[config.mk]
export PLATFORM = sky130hd
export DESIGN_NAME = am4_cla_chain
export DESIGN_NICKNAME = d
export VERILOG_FILES = /design/src/rtl/am4_pkg.sv /design/src/rtl/am4_cla4.sv /design/src/rtl/am4_cla_chain.sv
export SDC_FILE = /design/constraint.sdc
export NUM_CORES = 1
export LEC_CHECK = 0
export CORE_ASPECT_RATIO = 0.6
export CORE_MARGIN = 3
export CORE_UTILIZATION = 41
export DETAILED_ROUTE_END_ITERATION = 10
export GPL_ROUTABILITY_DRIVEN = 0
export MAX_ROUTING_LAYER = met4
export PLACE_DENSITY = 0.84
export SETUP_SLACK_MARGIN = 0.02
export SYNTH_ARGS = -nofsm -noshare
export SYNTH_HDL_FRONTEND = slang
export SYNTH_SLANG_ARGS = --single-unit
[constraint.sdc]
create_clock -name clk -period 3.5 [get_ports clk]
set_input_delay 0.7 -clock clk [delete_from_list [all_inputs] [get_ports clk]]
set_output_delay 0.7 -clock clk [all_outputs]
set_load 0.005 [all_outputs]
[src/rtl/am4_pkg.sv]
// Shared definitions for the am4 carry-lookahead family: chain-state encoding
// and the width legality rule used by every multi-slice carry block.
package am4_pkg;

    typedef enum logic {
        ST_IDLE  = 1'b0,
        ST_CHAIN = 1'b1
    } am4_chain_e;

    function automatic bit am4_w_legal(input int unsigned w);
        return (w >= 4) && (w <= 64) && ((w % 4) == 0);
    endfunction

endpackage

[src/rtl/am4_cla4.sv]
// Combinational 4-bit carry-lookahead cell with active-low generate/propagate,
// producing per-bit carries and active-low group generate/propagate.
module am4_cla4 (
    input  logic       cin,
    input  logic [3:0] g_n,
    input  logic [3:0] p_n,
    output logic [3:0] c,
    output logic       gout_n,
    output logic       pout_n
);

    logic [3:0] g;
    logic [3:0] p;
    logic       gen;
    logic       prop;

    assign g = ~g_n;
    assign p = ~p_n;

    assign gen  = g[3] | (p[3] & g[2]) | (p[3] & p[2] & g[1]) | (p[3] & p[2] & p[1] & g[0]);
    assign prop = &p;

    assign c[0] = g[0] | (p[0] & cin);
    assign c[1] = g[1] | (p[1] & g[0]) | (p[1] & p[0] & cin);
    assign c[2] = g[2] | (p[2] & g[1]) | (p[2] & p[1] & g[0]) | (p[2] & p[1] & p[0] & cin);
    assign c[3] = gen | (prop & cin);

    assign gout_n = ~gen;
    assign pout_n = ~prop;

endmodule

[src/rtl/am4_cla_chain.sv]
// Registered W-bit carry-lookahead slice with a one-entry output buffer and
// an IDLE/CHAIN tracker that carries c[W-1] between slices of a long operation.
module am4_cla_chain
    import am4_pkg::*;
#(
    parameter int unsigned W = 16
) (
    input  logic         clk,
    input  logic         rst,
    input  logic         in_valid,
    output logic         in_ready,
    input  logic         first,
    input  logic         last,
    input  logic         cin,
    input  logic [W-1:0] g_n,
    input  logic [W-1:0] p_n,
    output logic         out_valid,
    input  logic         out_ready,
    output logic [W-1:0] cout,
    output logic         gout_n,
    output logic         pout_n,
    output logic         chain,
    output logic         seq_err
);

    localparam int unsigned NG = W / 4;

    if (!am4_w_legal(W)) begin : g_w_check
        $error("am4_cla_chain: W must be a multiple of 4 in 4..64");
    end

    am4_chain_e   state_q, state_d;
    logic         cy_q, cy_d;
    logic         out_valid_q, out_valid_d;
    logic [W-1:0] cout_q, cout_d;
    logic         gout_n_q, gout_n_d;
    logic         pout_n_q, pout_n_d;
    logic         seq_err_q, seq_err_d;

    logic          accept;
    logic          cin_eff;
    logic [W-1:0]  c;
    logic [NG-1:0] grp_g_n, grp_p_n, grp_g, grp_p, grp_cin;
    logic          gen_all, prop_all;

    // Sum-of-products carry into group k: a lower group generates and every
    // group in between propagates, or ci propagates through all lower groups.
    function automatic logic grp_carry(input logic [NG-1:0] gg, input logic [NG-1:0] pp,
                                       input logic ci, input int unsigned k);
        logic res, term;
        res = 1'b0;
        for (int unsigned j = 0; j < k; j++) begin
            term = gg[j];
            for (int unsigned m = j + 1; m < k; m++) term = term & pp[m];
            res = res | term;
        end
        term = ci;
        for (int unsigned m = 0; m < k; m++) term = term & pp[m];
        return res | term;
    endfunction

    for (genvar k = 0; k < NG; k++) begin : g_cell
        am4_cla4 u_cla4 (
            .cin    (grp_cin[k]),
            .g_n    (g_n[4*k +: 4]),
            .p_n    (p_n[4*k +: 4]),
            .c      (c[4*k +: 4]),
            .gout_n (grp_g_n[k]),
            .pout_n (grp_p_n[k])
        );
    end

    assign grp_g = ~grp_g_n;
    assign grp_p = ~grp_p_n;

    always_comb begin
        grp_cin = '0;
        for (int unsigned k = 0; k < NG; k++) grp_cin[k] = grp_carry(grp_g, grp_p, cin_eff, k);
    end

    assign gen_all  = grp_carry(grp_g, grp_p, 1'b0, NG);
    assign prop_all = &grp_p;

    assign in_ready = !out_valid_q || out_ready;
    assign accept   = in_valid && in_ready;
    assign cin_eff  = first ? cin : ((state_q == ST_CHAIN) ? cy_q : 1'b0);

    always_comb begin
        state_d     = state_q;
        cy_d        = cy_q;
        cout_d      = cout_q;
        gout_n_d    = gout_n_q;
        pout_n_d    = pout_n_q;
        seq_err_d   = 1'b0;
        out_valid_d = out_valid_q && !out_ready;
        if (accept) begin
            out_valid_d = 1'b1;
            cout_d      = c;
            gout_n_d    = ~gen_all;
            pout_n_d    = ~prop_all;
            seq_err_d   = (first && (state_q == ST_CHAIN)) || (!first && (state_q == ST_IDLE));
            if (last) begin
                state_d = ST_IDLE;
                cy_d    = 1'b0;
            end else begin
                state_d = ST_CHAIN;
                cy_d    = c[W-1];
            end
        end
    end

    always_ff @(posedge clk or posedge rst) begin
        if (rst) begin
            state_q     <= ST_IDLE;
            cy_q        <= 1'b0;
            out_valid_q <= 1'b0;
            cout_q      <= '0;
            gout_n_q    <= 1'b1;
            pout_n_q    <= 1'b1;
            seq_err_q   <= 1'b0;
        end else begin
            state_q     <= state_d;
            cy_q        <= cy_d;
            out_valid_q <= out_valid_d;
            cout_q      <= cout_d;
            gout_n_q    <= gout_n_d;
            pout_n_q    <= pout_n_d;
            seq_err_q   <= seq_err_d;
        end
    end

    assign out_valid = out_valid_q;
    assign cout      = cout_q;
    assign gout_n    = gout_n_q;
    assign pout_n    = pout_n_q;
    assign seq_err   = seq_err_q;
    assign chain     = (state_q == ST_CHAIN);

endmodule
# Word-level counts from Yosys, hierarchy flattened
# Cells that the tools add are included.
# word_totals
ff_bits	22
elab_cells	166
in_bits	39
output_inout_bits	22
# op_classes
mux	6
reduce_logical	14
bitwise_logic	139
# ops
op	n
$and A1 B1 Y1	69
$or A1 B1 Y1	49
$not A4 Y4	10
$reduce_and A4 Y1	5
$not A1 Y1	11
$mux W1	6
$logic_and A1 B1 Y1	4
$logic_not A1 Y1	3
$logic_or A1 B1 Y1	2

# Depth between registers and ports, before layout
# depth
depth_word	15
ltp_mapped	6
depth_no_buf	5

# Hierarchy
# Synthesis repeated with hierarchy kept, for this count alone.
# hier_totals
cells_unflattened	117
hier_area_um2	1317.5
# modules_own_cells
mod	cells_each	area_per_inst_um2	seq_area_each_um2	n_inst
am4_cla_chain	65	992.2	553.0	1
am4_cla4	13	81.3	0.0	4

# Least setup slack after synthesis
# Ideal clock, no wire load.
# synth_path
path_type	input to register
startpoint	input out_ready
endpoint	register pout_n_q (netlist: pout_n)
stages	4
setup_slack_ps	1701
arrival_ps	1715
required_ps	3417
setup_ps	83
n_path_buf	0
cell_sequence	nand2b_4 nand2_4 or4_4 o32a_1
# synth_via
elab_chain_len	2
# synth_rtl
item	line_no	source
from (decl)	am4_cla_chain.sv:18	input logic out_ready,
$logic_or A1 B1 Y1	am4_cla_chain.sv:84	assign in_ready = !out_valid_q || out_ready;
$logic_and A1 B1 Y1	am4_cla_chain.sv:85	assign accept = in_valid && in_ready;
to (signal assigned)	am4_cla_chain.sv:127	pout_n_q <= pout_n_d;
to (decl)	am4_cla_chain.sv:37	logic pout_n_q, pout_n_d;
# Every way passes these cells.
# A chain may end at the register's enable or synchronous reset.

# Final worst setup path
# layout_path
startpoint	input out_ready
endpoint	output in_ready
# layout_via
elab_chain_len	1
# layout_rtl
item	line_no	source
$logic_or A1 B1 Y1	am4_cla_chain.sv:84	
to (decl)	am4_cla_chain.sv:11	output logic in_ready,
# Every way passes these cells.

==> impl_metrics.env <==
export IMPL_antennaDiodeCount=0
export IMPL_viasPerCell=5.35
export IMPL_core_rowCount=14
export IMPL_antenna_found_initial=0
export IMPL_worstSetupStartpointType="primary input"
export IMPL_arrival_ns=1.81
export IMPL_hp_start="cout[3]"
export IMPL_clockRootBuffer="clkbuf_8"
export IMPL_numCtsBuffers=3
export IMPL_synth_area_leader_cell="dfrtp_1"
export IMPL_post_cts_buffers=0
export IMPL_clk_pin_slew_worst_paths_ns=0.08
export IMPL_critPathKind="in2out"
export IMPL_clockBufferDepth=2
export IMPL_synth_nets=160
export IMPL_max_slew_worst_pin_slew_ns=0.832
export IMPL_finClkSkew_ns=0.00479
export IMPL_synth_edff_count=0
export IMPL_cp_required_ns=2.80
export IMPL_die_h_um=46.6
export IMPL_max_cap_violations=0
export IMPL_fin_util_pct=71.3
export IMPL_vias=1139
export IMPL_drt_wirelength_per_cell_um=15.3
export IMPL_drc=0
export IMPL_combPwrFrac_pct=27.2
export IMPL_internal_power_w=0.000567
export IMPL_dieArea_mm2=0.00343
export IMPL_min_to="cout[3]"
export IMPL_syn2layout_area_growth_pct=61.9
export IMPL_min_period_over_period_pct=71.6
export IMPL_path_common_cell="clkdlybuf4s50_1"
export IMPL_swShare_pct=25.0
export IMPL_crit_path_end_kind="primary output"
export IMPL_status="completed"
export IMPL_tns_ns=0
export IMPL_cp_cell_sequence="clkdlybuf4s50_1 > nand2b_4 > clkdlybuf4s50_1"
export IMPL_cts_resized=0
export IMPL_hold_buffers=0
export IMPL_p_sw_w=0.000189
export IMPL_stdcell_count=213
export IMPL_power_density_mw_per_mm2=415
export IMPL_clock_latency_ns=0.27
export IMPL_path_max_fanout=5
export IMPL_irDropWorstVdd_v=0.000264
export IMPL_start_util_pct=44.0
export IMPL_finalNetCount=221
export IMPL_period_minus_slack_ns=2.51
export IMPL_slew_headroom_pct=44.5
export IMPL_finalHoldViolations=0
export IMPL_track_usage_pct=20.6
export IMPL_ys_seq_area_share_pct=49.1
export IMPL_cts_tree="yes"
export IMPL_drive_above_1_share_pct=6.63
export IMPL_core_area_mm2=0.00256
export IMPL_clkSinkCount=22
export IMPL_rsz0062_at_grt="false"
export IMPL_pre_cts_ws_ns=0.992
export IMPL_synthTopCellsByCount="20 x dfrtp_1, 16 x nor2_1, 15 x o21ai_0"
export IMPL_synthArstFlopShare_pct=100
export IMPL_reg2regPathDepth=4
export IMPL_synth_distinct_cells=34
export IMPL_finalWirelength_mm=3.26
export IMPL_io_pins=61
export IMPL_grt_max_degree=35
export IMPL_leakagePower_nw=0.727
export IMPL_syn_area_per_cell_um2=9.31
export IMPL_ys_flop_type="dfrtp_1"
export IMPL_cp_slowest_cell="clkdlybuf4s50_1"
export IMPL_r2r_start="out_valid"
export IMPL_io_buffers=60
export IMPL_drv_slew=0
export IMPL_hold_class="reg2reg"
export IMPL_rrSetupSlack_ns=1.80
export IMPL_netlist_area_leader_share_pct=44.4
export IMPL_clock_fmax_mhz=399
export IMPL_overflow=0
export IMPL_grt_pass1_wl_mm=5.04
export IMPL_drtPass1Iterations=4
export IMPL_seqPwrFrac_pct=41.0
export IMPL_dpl_cell_count=209
export IMPL_synth_most_common_cell="dfrtp_1"
export IMPL_hold_depth=2
export IMPL_fin_ws_ns=0.993
export IMPL_netlist_area_mm2=0.00113
export IMPL_cts_htree_levels=1
export IMPL_setup_viol=0
export IMPL_syn_inst=121
export IMPL_grt_pass1_vias=1120
export IMPL_p_clk_share_pct=31.8
export IMPL_ys_ff_latch=22
export IMPL_ant_nets=0
export IMPL_timing_rr_end="pout_n"
export IMPL_max_stage_delay_ns=0.51
export IMPL_drt_initial_drc_count=43
export IMPL_yosysWarnings=0
export IMPL_ys_top_cells_by_area="dfrtp_1 44%, o21ai_0 6.7%, nor2_1 5.3%"
export IMPL_fin_hold_ws_ns=0.486
export IMPL_die_x_um=73.7
export IMPL_hpwl_mm=2.56
[flip-flops by register name, indices dropped and copies added (netlist names)]
register	cells
chain	1
pout_n	1
cout	16
seq_err	1
out_valid	1
cy_q	1
gout_n	1
[cells in the final DEF, fill, tap and decap left out, types with 2 or more instances in the layout]
cell type / n
nand2b_1: 2
clkbuf_8: 3
nor3_1: 2
clkdlybuf4s50_1: 60
o21ai_0: 15
a21oi_1: 10
dfrtp_1: 20
and2_1: 2
o21a_1: 6
o31ai_1: 6
nand2_1: 12
dfstp_2: 2
nor2_1: 16
o2bb2ai_1: 2
a21o_1: 2
[metal layers]
| layer | GRT usage (%) | share of wire (%) | vias up | wire length, µm |
|---|---|---|---|---|
| met5 | - | 0 | - | 0 |
| met4 | 7.94 | 2.0 | 0 | 65 |
| met3 | 7.41 | 9.6 | 9 | 312 |
| met2 | 33.3 | 46 | 44 | 1490 |
| met1 | 23.7 | 43 | 523 | 1400 |
| li1 | - | - | 563 | - |
[power by group through the flow]
stage               Combinational, W  Clock [W]  Sequential [W]
floorplan                  0.0000707          0        0.000314
global placement            0.000201          0        0.000312
detailed placement          0.000207          0        0.000314
CTS                         0.000208   0.000245        0.000310
global route                0.000226   0.000253        0.000314
finish                      0.000206   0.000241        0.000310
[through the flow]
stage | instance area, µm² | total power (W)
after global routing | 1820 | 0.000793
after floorplan | 1130 | 0.000385
after CTS | 1820 | 0.000763
final | 1820 | 0.000756
after global placement | 1750 | 0.000513
after detailed placement | 1750 | 0.000521
[worst max-delay path, delay by kind of cell]
kind	cells	cell delay, ns
buffers and inverters	2	0.96
and+or+nand+nor	1	0.15
[cell families (layout without fill, tap and decap cells)]
kind of cell           after synthesis  after routing  synth area share [%]
AO/OA/AOI/OAI                       51             51                  29.2
XOR/XNOR                             1              1                 0.778
buffers and inverters                5             65                  1.67
flip-flops                          22             22                  49.1
AND/OR/NAND/NOR                     42             42                  19.2
[cell type report]
class / instances / area [µm²]
Tap cell: 32 / 40.0
Fill cell: 190 / 734
Clock buffer: 3 / 41.3
Timing Repair Buffer: 60 / 601
Inverter: 1 / 3.75
Clock inverter: 1 / 30.0
Multi-Input combinational cell: 94 / 554
Sequential cell: 22 / 553
[worst max path at each step]
| stage | from | to | slack, ns | depth (start not counted) |
|---|---|---|---|---|
| floorplan | out_ready | pout_n | 1.70 | 4 |
| CTS | out_ready | in_ready | 0.99 | 3 |
| global placement | out_ready | in_ready | 1.00 | 3 |
| detailed placement | out_ready | in_ready | 0.99 | 3 |
| global route | out_ready | in_ready | 0.98 | 3 |
| finish | out_ready | in_ready | 0.99 | 3 |
No activity file was read; power rests on OpenSTA's default activity.
